File: src/rtl/mc_main_ctrl.sv
// Main control FSM for the multicycle MIPS datapath: decodes IR opcode and sequences one micro-step per clock.
// Latency: 3-5 cycles per instruction (beq/bne/j 3, R/sw/addi 4, lw 5) plus one cycle per mem_ready=0 wait cycle.
// Backpressure: stalls in FETCH, MEMREAD and MEMWRITE until mem_ready; memwrite is held while waiting.
//
// Ports:
//   clk, reset      rising-edge clock, asynchronous active-low reset
//   op, zero        IR[31:26] and ALU zero flag
//   mem_ready       memory access completes this cycle
//   iord..pcsrc     datapath mux selects and write enables (Moore, from state)
//   pcen, retire    PC load enable and retire pulse (also depend on zero / mem_ready)
//   illegal         pulse in DECODE for an unsupported opcode
//   instret         retired-instruction counter, wraps at 2^32
module mc_main_ctrl #(
  parameter bit RESET_PC_WRITE = 1'b0
) (
  input  logic        clk,
  input  logic        reset,
  input  logic [5:0]  op,
  input  logic        zero,
  input  logic        mem_ready,
  output logic        iord,
  output logic        memwrite,
  output logic        irwrite,
  output logic        regdst,
  output logic        memtoreg,
  output logic        regwrite,
  output logic        alusrca,
  output logic [1:0]  alusrcb,
  output logic [1:0]  aluop,
  output logic [1:0]  pcsrc,
  output logic        pcen,
  output logic        retire,
  output logic        illegal,
  output logic [31:0] instret
);

  localparam logic [5:0] OP_RTYPE = 6'b000000;
  localparam logic [5:0] OP_LW    = 6'b100011;
  localparam logic [5:0] OP_SW    = 6'b101011;
  localparam logic [5:0] OP_BEQ   = 6'b000100;
  localparam logic [5:0] OP_BNE   = 6'b000101;
  localparam logic [5:0] OP_ADDI  = 6'b001000;
  localparam logic [5:0] OP_J     = 6'b000010;

  typedef enum logic [3:0] {
    S_FETCH    = 4'd0,
    S_DECODE   = 4'd1,
    S_MEMADR   = 4'd2,
    S_MEMREAD  = 4'd3,
    S_MEMWB    = 4'd4,
    S_MEMWRITE = 4'd5,
    S_EXECUTE  = 4'd6,
    S_ALUWB    = 4'd7,
    S_BRANCH   = 4'd8,
    S_ADDIEX   = 4'd9,
    S_ADDIWB   = 4'd10,
    S_JUMP     = 4'd11
  } state_t;

  state_t     state;
  logic [5:0] op_q;       // opcode captured in DECODE; later states use this, not the live op
  logic       first_cyc;  // high for the first active cycle after reset release
  logic       hold;

  // With RESET_PC_WRITE=0 the first post-reset FETCH makes no PC/IR write and is repeated.
  assign hold = first_cyc & ~RESET_PC_WRITE;

  always_ff @(posedge clk or negedge reset) begin
    if (!reset) begin
      state     <= S_FETCH;
      op_q      <= '0;
      first_cyc <= 1'b1;
      instret   <= '0;
    end else begin
      first_cyc <= 1'b0;
      if (retire)
        instret <= instret + 32'd1;
      case (state)
        S_FETCH:    if (mem_ready && !hold) state <= S_DECODE;
        S_DECODE: begin
          op_q <= op;
          case (op)
            OP_LW, OP_SW:   state <= S_MEMADR;
            OP_RTYPE:       state <= S_EXECUTE;
            OP_BEQ, OP_BNE: state <= S_BRANCH;
            OP_ADDI:        state <= S_ADDIEX;
            OP_J:           state <= S_JUMP;
            default:        state <= S_FETCH;
          endcase
        end
        S_MEMADR:   state <= (op_q == OP_LW) ? S_MEMREAD : S_MEMWRITE;
        S_MEMREAD:  if (mem_ready) state <= S_MEMWB;
        S_MEMWRITE: if (mem_ready) state <= S_FETCH;
        S_EXECUTE:  state <= S_ALUWB;
        S_ADDIEX:   state <= S_ADDIWB;
        default:    state <= S_FETCH;  // MEMWB, ALUWB, ADDIWB, BRANCH, JUMP
      endcase
    end
  end

  always_comb begin
    iord     = 1'b0;
    memwrite = 1'b0;
    irwrite  = 1'b0;
    regdst   = 1'b0;
    memtoreg = 1'b0;
    regwrite = 1'b0;
    alusrca  = 1'b0;
    alusrcb  = 2'b00;
    aluop    = 2'b00;
    pcsrc    = 2'b00;
    pcen     = 1'b0;
    retire   = 1'b0;
    illegal  = 1'b0;
    case (state)
      S_FETCH: begin
        alusrcb = 2'b01;
        irwrite = mem_ready & ~hold;
        pcen    = mem_ready & ~hold;
      end
      S_DECODE: begin
        alusrcb = 2'b11;
        illegal = !(op == OP_RTYPE || op == OP_LW || op == OP_SW || op == OP_BEQ ||
                    op == OP_BNE || op == OP_ADDI || op == OP_J);
      end
      S_MEMADR: begin
        alusrca = 1'b1;
        alusrcb = 2'b10;
      end
      S_MEMREAD: iord = 1'b1;
      S_MEMWB: begin
        memtoreg = 1'b1;
        regwrite = 1'b1;
        retire   = 1'b1;
      end
      S_MEMWRITE: begin
        iord     = 1'b1;
        memwrite = 1'b1;
        retire   = mem_ready;
      end
      S_EXECUTE: begin
        alusrca = 1'b1;
        aluop   = 2'b10;
      end
      S_ALUWB: begin
        regdst   = 1'b1;
        regwrite = 1'b1;
        retire   = 1'b1;
      end
      S_BRANCH: begin
        alusrca = 1'b1;
        aluop   = 2'b01;
        pcsrc   = 2'b01;
        pcen    = (op_q == OP_BEQ) ? zero : ~zero;
        retire  = 1'b1;
      end
      S_ADDIEX: begin
        alusrca = 1'b1;
        alusrcb = 2'b10;
      end
      S_ADDIWB: begin
        regwrite = 1'b1;
        retire   = 1'b1;
      end
      S_JUMP: begin
        pcsrc  = 2'b10;
        pcen   = 1'b1;
        retire = 1'b1;
      end
      default: ;
    endcase
    // Enables must drop the instant reset asserts, not at the next edge.
    if (!reset) begin
      memwrite = 1'b0;
      irwrite  = 1'b0;
      regwrite = 1'b0;
      pcen     = 1'b0;
      retire   = 1'b0;
      illegal  = 1'b0;
    end
  end

endmodule

File: config.mk
export PLATFORM = sky130hd
export DESIGN_NAME = mc_main_ctrl
export DESIGN_NICKNAME = d
export VERILOG_FILES = /design/src/rtl/mc_main_ctrl.sv
export SDC_FILE = /design/constraint.sdc
export NUM_CORES = 1
export LEC_CHECK = 0
export BUFFER_PORTS_ARGS = -buffer_cell sky130_fd_sc_hd__buf_2
export CAP_MARGIN = 20
export CORE_UTILIZATION = 53
export CTS_CLUSTER_SIZE = 10
export DETAILED_ROUTE_END_ITERATION = 7
export PLACE_DENSITY = 0.88
export SETUP_SLACK_MARGIN = 0.02
export SLEW_MARGIN = 10
export SYNTH_ARGS = -nofsm -noshare
export SYNTH_HDL_FRONTEND = slang
export SYNTH_SLANG_ARGS = --single-unit
File: constraint.sdc
create_clock -name clk -period 3.1 [get_ports clk]
set_clock_uncertainty 0.15 [all_clocks]
set_input_delay 0.155 -clock clk [delete_from_list [all_inputs] [get_ports clk]]
set_output_delay 0.155 -clock clk [all_outputs]
set_load 0.02 [all_outputs]
-- Word level (Yosys, flattened, before mapping)
Index checks and enable logic that the tools add are counted.
- bits in latches: 0
- memory bits (read-only): 0
- input port bits: 10
- output and inout bits: 48
- bits in registers: 43
- word-level logic and storage cells: 75
- memory bits (writable): 0
- memories: 0
- $add $sub $neg: 1
- divide/modulo/power cells: 0
- shifts and indexed selects: 0
- bitwise operators: 3
- equal/unequal tests: 22
- mux-type cells: 26
- multiply operators: 0
- reductions and logical operators: 19
- magnitude comparators: 0
- operators with widths (operator ; number):
    adder 32 x 1 -> 32 bit (second input constant) ; 1
    one-hot mux 4 bit (7 select lines) ; 1
    one-hot mux 4 bit (5 select lines) ; 1
    == test 6 x 3 -> 1 bit (second input constant) ; 3
    == test 6 bit (second input constant) ; 3
    == test 4 x 3 -> 1 bit (second input constant) ; 4
    == test 4 bit (second input constant) ; 4
    2-to-1 mux 1 bit ; 15
    2-to-1 mux 4 bit ; 3
    == test 4 x 2 -> 1 bit (second input constant) ; 2
    one-hot mux 2 bit (2 select lines) ; 2
    OR reduction 2 bit ; 4
    == test 6 x 2 -> 1 bit (second input constant) ; 1
    == test 6 x 4 -> 1 bit (second input constant) ; 1
    zero test 6 bit ; 1
    logical OR 1 bit ; 6
    inequality test 2 bit (second input constant) ; 3
    one-hot mux 2 bit (3 select lines) ; 1
    OR reduction 5 bit ; 1
    == test 4 x 1 -> 1 bit (second input constant) ; 1
    zero test 4 bit ; 1
    OR reduction 4 bit ; 1
    2-to-1 mux 3 bit ; 1
    one-hot mux 1 bit (3 select lines) ; 1
    other kinds (7) ; 9

-- Longest topological paths before layout
Gate-level depths: netlist of the first run.
- depth after elaboration: 10
- gate-level depth with buffers: 7

-- Least setup slack after synthesis of the first run
No wires, ideal clock.
- path kind: flip-flop to flip-flop
- from: register instret[9]
- to: register instret[31]
- stages on the path, launching flop included: 7
- clock period less this slack: 2.390 ns
- arrival: 2.111 ns
- setup slack: 0.710 ns
- library setup time: 0.129 ns
- buffers on the path: 1
- data required time: 2.821 ns
- cell sequence: dfrtp_1 and4_1 nand2_1 or4_4 buf_6 or4b_4 xnor2_2
- longest elaborated chain between the ends: 1
- RTL lines (item ; line ; text):
    start, declared ; 34 ; output logic [31:0] instret
    start signal, assigned ; 77 ; instret <= instret + 32'd1;
    adder 32 x 1 -> 32 bit ; 77 ;
Every way passes these cells.
A chain may end at the register's enable or synchronous reset.

-- Final worst setup path of the first run
- from: register state[1]
- to: register instret[31]
- longest elaborated chain between the ends: 4
- elaborated cells between the ends (all ways): 9
- those cells by class: eq/ne (6); mux (2); reduce/logical (1)
- RTL lines (item ; line ; text):
    start, declared ; 60 ; state_t state;
    start signal, assigned ; 91 ; S_MEMADR: state <= (op_q == OP_LW) ? S_MEMREAD : S_MEMWRITE;
    == test 4 bit or == test 4 x 3 -> 1 bit (tied branches) ; 115 ; case (state)
    OR reduction 5 bit (no source line) ; - ;
    one-hot mux 1 bit (2 select lines) (*) ; 115 ;
    2-to-1 mux 1 bit (*) ; 173 ; if (!reset) begin
Mark *: on every way between the ends. The rest lies on a longest branch, timed or not.

==> results.toml, run 1 <==
[sta]
period_needed_ns = 2.611
fmax_mhz = 383.0
period_share = 0.8422
setup_violations = 0
layout_setup_ws_ns = 0.4892
slew_headroom = 0.5444
finalSetupTns_ns = 0
grt_setup_unrepaired = "no"
worst_slew_pin_slew_ns = 0.6781
hold_violations = 0
slew_violations = 0

[finish]
multiInputGateArea_um2 = 1157
final_nets = 305
area_growth_pct = 19.28
drive_gt1_frac = 0.2891
postLayoutCellArea_um2 = 2755
fillers = 318
regArea_um2 = 1077
diodes = 0

[routing]
vias = 1981
wl_um = 5004
drcViolationCount = 0
drt-pass1-iter-count = 4
antenna_left = 0
wl_per_cell_um = 14.55
drtIter0Drc = 134
vias_per_cell = 5.759

[yosys]
ys_top_cells_by_area = "dfrtp_1 46%, xnor2_1 6.8%, xor2_1 5.7%"
yosysWarnings = 0
syn_area_um2 = 2310
netlist_instances = 231
synth.largest_area_cell = "dfrtp_1"
synth-seq-cells = 43
netlist-cell-type-count = 45
synth_edf_count = 0
yosys.area.top_type_share = 0.4550
yosysSeqAreaShare = 0.4664
synthArstFlopShare = 1.000
syn_nets = 242
ys.flop_type = "dfrtp_1"
synth_area_per_cell_um2 = 9.999

[clock_network]
root_buffer = "clkbuf_8"
cts_setup_buffers = 0
hold_buffers = 4
numCtsBuffers = 5
clockBufferDepth = 2
insertion_delay_ns = 0.29
htree_levels = 2
cts_resized = 0
cts.sinks = 43
clk_pin_slew_ns = 0.07
cts_tree = "yes"

[die]
io_pins = 58
coreArea_um2 = 4086
placementRows = 23
die_h_um = 68.02
die_w_um = 68.02
die-area_um2 = 4626
start_util = 0.5652

[worst_setup_path]
worstPathArrival_ns = 2.64
startpoint_type = "register"
path_class = "register to register"
crit_chain = "or2b_2, o21ai_2, or4_4, or4b_4, xnor2_2"
reg2reg_depth = 5
reg2reg_setup_slack_ns = 0.49
end_kind = "register"
required_ns = 3.13
critical_path_peak_fanout = 17
cpPeakStageDelay_ns = 0.66
slowest_stage = "dfrtp_1"

[outcome]
status = "completed"

[grt]
grt_pass1_vias = 1798
grt_pass1_wl_um = 8010
grtUsageTotal = 0.2350
grt-ovfl-total = 0
grt_max_degree = 47
grt_antenna_before_repair = 0

[placed_design]
placed_area_um2 = 2628
routabilityCongestion = 0.9023
io_buffers = 57
dp_hpwl_um = 3696
post-place-ws_ns = 0.5112

[hold_path]
min_path_cells = 2
hold_path.class = "input pin to register"

[power]
power.leakage_uw = 0.001344
vdd_drop_max_mv = 0.3550
p_per_area_nw_per_um2 = 527.1
total_power_uw = 1452

[job]
drv_cap = 0
[final cells by class]
cell class,instances,area share
multi-input cells,174,0.4201
flip-flops and latches,43,0.3910
repair buffers,64,0.1262
clock buffers,6,0.02997
well taps,50,0.02271
inverters,6,0.008174
clock inverters,1,0.001817
[kinds of logic after synthesis]
group | count (synthesis) | share of synthesized area
muxes | 7 | 0.03413
and+or+nand+nor | 105 | 0.2573
AOI/OAI and AO/OA | 26 | 0.07043
DFF | 43 | 0.4664
other | 1 | 0.001624
xor gates and xnor gates | 34 | 0.1322
adders and majority gates | 1 | 0.005416
buffers and inverters | 14 | 0.03250
[cell usage after synthesis (2+ instances only)]
cell type  instances
mux2_2             7
xor2_1            15
nand2b_1           4
nor2_1            11
o21ai_0            5
nor3_1            17
buf_4              2
inv_1              6
a21oi_1           10
and4_1             4
nand3_1           17
and3_1             9
dfrtp_1           42
and2b_1            2
nor4_1            10
nand4_1            6
buf_6              2
xnor2_1           18
o211ai_1           3
clkbuf_1           3
nand2_1           14
[through the flow]
stage / util / hold WS [ns] / cells
floorplan: - / -0.2906 / 231
global placement: 0.6430 / 0.1750 / 333
detailed placement: 0.6430 / 0.1823 / 333
CTS: 0.6742 / 0.02612 / 344
global route: 0.6742 / 0.01737 / 344
finish: 0.6742 / 0.03591 / 344
[worst paths after layout]
kind / startpoint / to
max in group asynchronous: reset / first_cyc
max reg2reg: state[1] / instret[31]
min: op[5] / op_q[5]
min reg2reg: instret[24] / instret[24]
max: state[1] / instret[31]
min in group asynchronous: reset / instret[19]
[sequential cells by signal, indices dropped and copies added (netlist names)]
name,cells
instret,32
op_q,6
state,4
first_cyc,1
[power by group]
part,internal (uW),total (uW),leakage [uW],switching [uW]
logic,167,367,0.000732,201
registers,635,732,0.000565,96.7
clock network,175,353,0.0000470,178
[worst max-delay path: cells and delay by family (launching register included)]
kind,cells,cell delay [ns]
and+or+nand+nor,3,1.43
DFF,1,0.66
xor gates and xnor gates,1,0.14
AOI/OAI and AO/OA,1,0.12
[cell usage in the layout (no fill, tap or decap), drive strengths merged, types with 2 or more instances in the layout]
cell and n:
buf 60, dfrtp 42, xnor2 19, nor3 17
nand3 17, xor2 15, nand2 14, nor2 11
a21oi 11, nor4 10, and3 9, mux2 7
inv 6, nand4 6, clkbuf 6, o21ai 6
nand2b 5, and4 4, dlygate4sd3 4, o211ai 3
and2b 3, or4b 2
[layer usage]
metal | up-vias | GRT usage | part of all wire
li1 | 953 | - | -
met1 | 957 | 0.2956 | 0.44
met2 | 64 | 0.3689 | 0.49
met3 | 7 | 0.06333 | 0.053
met4 | 0 | 0.1198 | 0.016
met5 | - | 0 | 0
No activity file was read; power rests on OpenSTA's default activity.
==> run 2: changes to the inputs <==
Settings changed: ABC_AREA set to 1, CORE_UTILIZATION 53 to 56, PLACE_DENSITY 0.88 to 0.89.
Clock period 3.1 ns to 2.6 ns, I/O delays scaled along.
==> run 2 against run 1 <==
Against the previous run: utilization is 0.80 points higher; non-clock buffer count up 3; setup slack got worse by 0.21 ns; critical endpoint is now retire; highest routed layer unchanged.
==> results.toml, run 2 <==
[worst_setup_path]
critical_path_peak_fanout = 33
worstPathArrival_ns = 2.04
startpoint_type = "register"
r2r_end = "instret[15]"
path_class = "register to output port"
slowest_stage = "dfrtp_1"
crit_chain = "inv_1, nand2_1, nor2_2, nand2_1, nand3_4, nand2_4, inv_4, buf_2"
crit_top_cell = "nand2_1"
cpPeakStageDelay_ns = 0.43
reg2reg_setup_slack_ns = 0.71
r2r-start = "state[3]"
reg2reg_depth = 9
end_kind = "output port"
required_ns = 2.32

[clock_network]
clk_pin_slew_ns = 0.09
cts_tree = "yes"
clockBufferDepth = 2
cts_setup_buffers = 0
htree_levels = 2
root_buffer = "clkbuf_8"
numCtsBuffers = 5
insertion_delay_ns = 0.30
cts.sinks = 43

[finish]
diodes = 0
layout.cells.non_filler = 612
area_growth_pct = 17.44
final_cell_mix = "214 x nand2_1, 78 x nor2_1, 57 x buf_2"
multiInputGateArea_um2 = 1610
fillers = 441
final_util = 0.6822
largest_reg_flops = 32
regArea_um2 = 1077
drive_gt1_frac = 0.1476
top_register = "instret"
final_nets = 552
mostFrequentLayoutCell = "nand2_1"
postLayoutCellArea_um2 = 3462
top_regs = "instret (32), op_q (6), state (4)"

[die]
die-area_um2 = 5558
die_w_um = 74.56
start_util = 0.5809
placementRows = 26
io_pins = 58
coreArea_um2 = 5075
die_h_um = 74.56

[power]
p_per_area_nw_per_um2 = 594.6
power.leakage_uw = 0.001851
vdd_drop_max_mv = 0.3678

[placed_design]
routabilityCongestion = 1.006
placed_area_um2 = 3269
io_buffers = 57
post-place-ws_ns = 0.6226
dp_hpwl_um = 5414
dp_cells = 596

[routing]
drcViolationCount = 0
drtIter0Drc = 252
drt-pass1-iter-count = 5
antenna_left = 0
wl_per_cell_um = 11.76
wl_um = 7200
vias_per_cell = 5.145
vias = 3149

[grt]
grt_max_degree = 35
grtUsageTotal = 0.2756
grt_antenna_before_repair = 0
grt_pass1_vias = 2805
grt-ovfl-total = 0
grt_pass1_wl_um = 11750

[yosys]
yosysWarnings = 0
ys_top_cells_by_area = "dfrtp_1 36%, nand2_1 27%, nor2_1 9.9%"
synth_area_per_cell_um2 = 6.206
netlist-cell-type-count = 30
synth_edf_count = 0
syn_area_um2 = 2948
yosysSeqAreaShare = 0.3654
syn_nets = 486
synth-seq-cells = 43
netlist_instances = 475
synth.largest_area_cell = "dfrtp_1"
yosys.area.top_type_share = 0.3565
synthArstFlopShare = 1.000
ys.flop_type = "dfrtp_1"
synth_most_common_cell = "nand2_1"
synthTopCellsByCount = "214 x nand2_1, 78 x nor2_1, 49 x inv_1, 42 x dfrtp_1, 28 x nand3_1"

[sta]
finalSetupTns_ns = 0
hold_violations = 0
grt_setup_unrepaired = "no"
period_share = 0.8934
setup_violations = 0
slew_violations = 0
layout_setup_ws_ns = 0.2771
fmax_mhz = 430.5
period_needed_ns = 2.323

[outcome]
status = "completed"

[job]
drv_cap = 0

[hold_path]
hold_path.class = "input pin to async pin"
## run 2: cell count changes after synthesis, moves of 5 or more
| cell | previous run | this run |
|---|---|---|
| and3_1 | 9 | 0 |
| nand2_1 | 14 | 214 |
| a21oi_1 | 10 | 3 |
| o21ai_0 | 5 | 12 |
| inv_1 | 6 | 49 |
| nand3_1 | 17 | 28 |
| xor2_1 | 15 | 10 |
| nor2_1 | 11 | 78 |
| nor3_1 | 17 | 1 |
| xnor2_1 | 18 | 4 |
| mux2_2 | 7 | 0 |
| nor4_1 | 10 | 1 |
## run 2: worst max-delay path: cells and delay by family, from the launching register on
family	cells	cell delay [ns]
buffers and inverters	3	0.62
AND/OR/NAND/NOR	5	0.68
flip-flops	1	0.43
## run 2: through the flow
step / hold slack, ns / power (uW)
2_1_floorplan: -0.3156 / 1358
3_3_place_gp: -0.1022 / 1510
3_5_place_dp: -0.09664 / 1533
4_1_cts: 0.1201 / 2071
5_1_grt: 0.1577 / 2190
6_report: 0.1092 / 2059
## run 2: power breakdown
part           total, uW  leakage (uW)  internal [uW]  switching [uW]
sequential           885      0.000576            775             109
combinational        648       0.00122            213             436
clock                526     0.0000581            286             240
total               2060       0.00185           1270             785
## run 2: how the worst max path moves through the flow
stage | end | start | slack (ns) | cells past startpoint
6_report | retire | state[3] | 0.28 | 8
4_1_cts | retire | state[3] | 0.29 | 8
3_5_place_dp | retire | state[3] | 0.62 | 8
2_1_floorplan | pcen | state[0] | 0.78 | 5
3_3_place_gp | retire | state[1] | 0.69 | 8
5_1_grt | retire | state[1] | 0.13 | 8
## run 2: logic make-up after synthesis
| group | after synthesis | synth area share |
|---|---|---|
| fa+ha+maj | 1 | 0.004244 |
| other cells | 1 | 0.001272 |
| simple gates | 340 | 0.4690 |
| flops | 43 | 0.3655 |
| xor+xnor | 14 | 0.04159 |
| buf+inv | 59 | 0.08829 |
| compound gates | 17 | 0.03013 |
## run 2: what timing repair did
| item | CTS | global route |
|---|---|---|
| endpoints found under the hold margin | 22 | 0 |
| resized for setup | 0 | 0 |
| hold buffers | 8 | 0 |
## run 2: cell type report
class / count / area share
multi-input combinational: 373 / 0.4651
timing repair buffer: 67 / 0.1099
sequential: 43 / 0.3112
clock buffer: 5 / 0.01988
clock inverter: 3 / 0.01265
tap: 70 / 0.02530
inverter: 51 / 0.05602
## run 2: routing by layer
layer | GRT usage | vias to the layer above | routed length [um]
li1 | - | 1573 | -
met1 | 0.3260 | 1421 | 3033
met2 | 0.4995 | 137 | 3548
met3 | 0.03794 | 18 | 430
met4 | 0.1111 | 0 | 188
met5 | 0 | - | 0
==> run 3: changes to the inputs <==
Settings changed: CORE_UTILIZATION 56 to 57, CTS_BUF_LIST set to sky130_fd_sc_hd__clkbuf_8, PLACE_DENSITY 0.89 to 0.9.
==> run 3 against run 2 <==
Against the previous run: global-route usage up 1.2 points; clock-buffer cell count is 1 higher; maximum frequency shrank 0.81%; critical path type unchanged; final cell count fell by 0.49%; total power shrank 3.0%; setup slack got worse by 0.019 ns; clock power down 13%; utilization grew 2.8 points; largest power group unchanged.
==> results.toml, run 3 (same netlist as run 2, synthesis figures left out) <==
[clock_network]
clockBufferDepth = 2
clk_pin_slew_ns = 0.09
hold_buffers = 8
cts.sinks = 43
insertion_delay_ns = 0.30
cts_tree = "yes"
numCtsBuffers = 5
root_buffer = "clkbuf_8"
cts_setup_buffers = 0
cts_resized = 0
htree_levels = 2

[finish]
final_util = 0.7105
largest_reg_flops = 32
area_growth_pct = 16.85
mostFrequentLayoutCell = "nand2_1"
top_register = "instret"
diodes = 0
top_regs = "instret (32), op_q (6), state (4)"
final_cell_mix = "214 x nand2_1, 78 x nor2_1, 57 x buf_2"
final_nets = 552
drive_gt1_frac = 0.1476

[grt]
grt_pass1_wl_um = 11990
grt_pass1_vias = 2883
grt_max_degree = 34
grt-ovfl-total = 0
grt_antenna_before_repair = 0
grtUsageTotal = 0.2881

[power]
pwr-share-clk = 0.228
vdd_drop_max_mv = 0.4526
power.internal_uw = 1204
p_switching_uw = 793.4
p_per_area_nw_per_um2 = 580.0
seq_power_share = 0.444
swShare = 0.3971
combPwrFrac = 0.328
power.leakage_uw = 0.001841

[routing]
vias_per_cell = 5.090
vias = 3100
wl_per_cell_um = 11.84
wl_um = 7209
antenna_left = 0
drt-pass1-iter-count = 5
drcViolationCount = 0
drtIter0Drc = 216

[sta]
slew_violations = 0
period_needed_ns = 2.342
finalSetupTns_ns = 0
grt_setup_unrepaired = "no"
hold_violations = 0
period_share = 0.9007
setup_violations = 0
fmax_mhz = 427.0

[die]
start_util = 0.6080
placementRows = 25
io_pins = 58
die-area_um2 = 5463
die_h_um = 73.92
coreArea_um2 = 4848
die_w_um = 73.92

[placed_design]
dp_hpwl_um = 5480
io_buffers = 57
routabilityCongestion = 1.001

[worst_setup_path]
cpPeakStageDelay_ns = 0.42
required_ns = 2.32
path_delay_family = "simple AND/OR/NAND/NOR gates"
slowest_stage = "dfrtp_1"
startpoint_type = "register"
path_buf_inv = 3
end_kind = "output port"
path_class = "register to output port"
reg2reg_setup_slack_ns = 0.62
crit_chain = "inv_1, nand2_1, nor2_2, nand2_1, nand3_4, nand2_4, inv_4, buf_2"
critical_path_peak_fanout = 33
worstPathArrival_ns = 2.06
crit_top_cell = "nand2_1"

[hold_path]
hold_path.class = "input pin to async pin"

[job]
drv_cap = 0

[outcome]
status = "completed"
==> run 3: cell count changes in the layout (fill, tap and decap cells not counted) <==
cell        previous run  this run
bufinv_16              1         0
clkbuf_8               5         6
clkinv_2               1         0
clkinvlp_4             0         1
==> run 3: worst reg2reg max path, delay by kind of cell, from the launching register on <==
| kind | cells | cell delay [ns] |
|---|---|---|
| and+or+nand+nor | 5 | 0.80 |
| AOI/OAI and AO/OA | 1 | 0.20 |
| buffers and inverters | 2 | 0.28 |
| DFF | 1 | 0.43 |
==> run 3: stage by stage <==
step                hold WS [ns]  instance area (um^2)  setup WS [ns]  power [uW]  cells
finish                    0.1485                  3445         0.2582        1998    609
global route              0.1632                  3445         0.1134        2126    609
CTS                       0.1408                  3445         0.2673        2006    609
detailed placement       -0.1105                  3266         0.6086        1539    593
global placement         -0.1091                  3266         0.6896        1509    593
floorplan                -0.3156                  2948         0.7813        1358    475
==> run 3: layout make-up <==
type / instances / area, um^2
sequential: 43 / 1077
clock buffer: 6 / 82.58
fill: 397 / 1404
multi-input combinational: 373 / 1610
tap: 67 / 83.83
timing repair buffer: 67 / 380.4
inverter: 51 / 193.9
clock inverter: 2 / 16.27
==> run 3: path summary, 6_finish.rpt <==
kind	depth (start not counted)	from	to
max	8	state[3]	retire
min	2	reset	state[1]
max reg2reg	8	state[1]	instret[9]
min reg2reg	2	op_q[3]	op_q[3]
max in group asynchronous	3	reset	instret[29]
min in group clk	2	op_q[3]	op_q[3]
==> run 3: power by group through the flow <==
stage                     logic (uW)  clock network (uW)  registers (uW)
final                            655                 455             888
after global routing             727                 492             907
after CTS                        655                 466             885
after detailed placement         643                   0             896
after global placement           617                   0             891
after floorplan                  423                   0             935
==> run 3: per-layer routing <==
metal	wire length (um)	GRT usage	share of wire	vias up
li1	-	-	-	1576
met1	3014	0.3255	0.42	1358
met2	3430	0.5020	0.48	137
met3	440	0.05624	0.061	29
met4	323	0.1709	0.045	0
met5	0	0	0	-
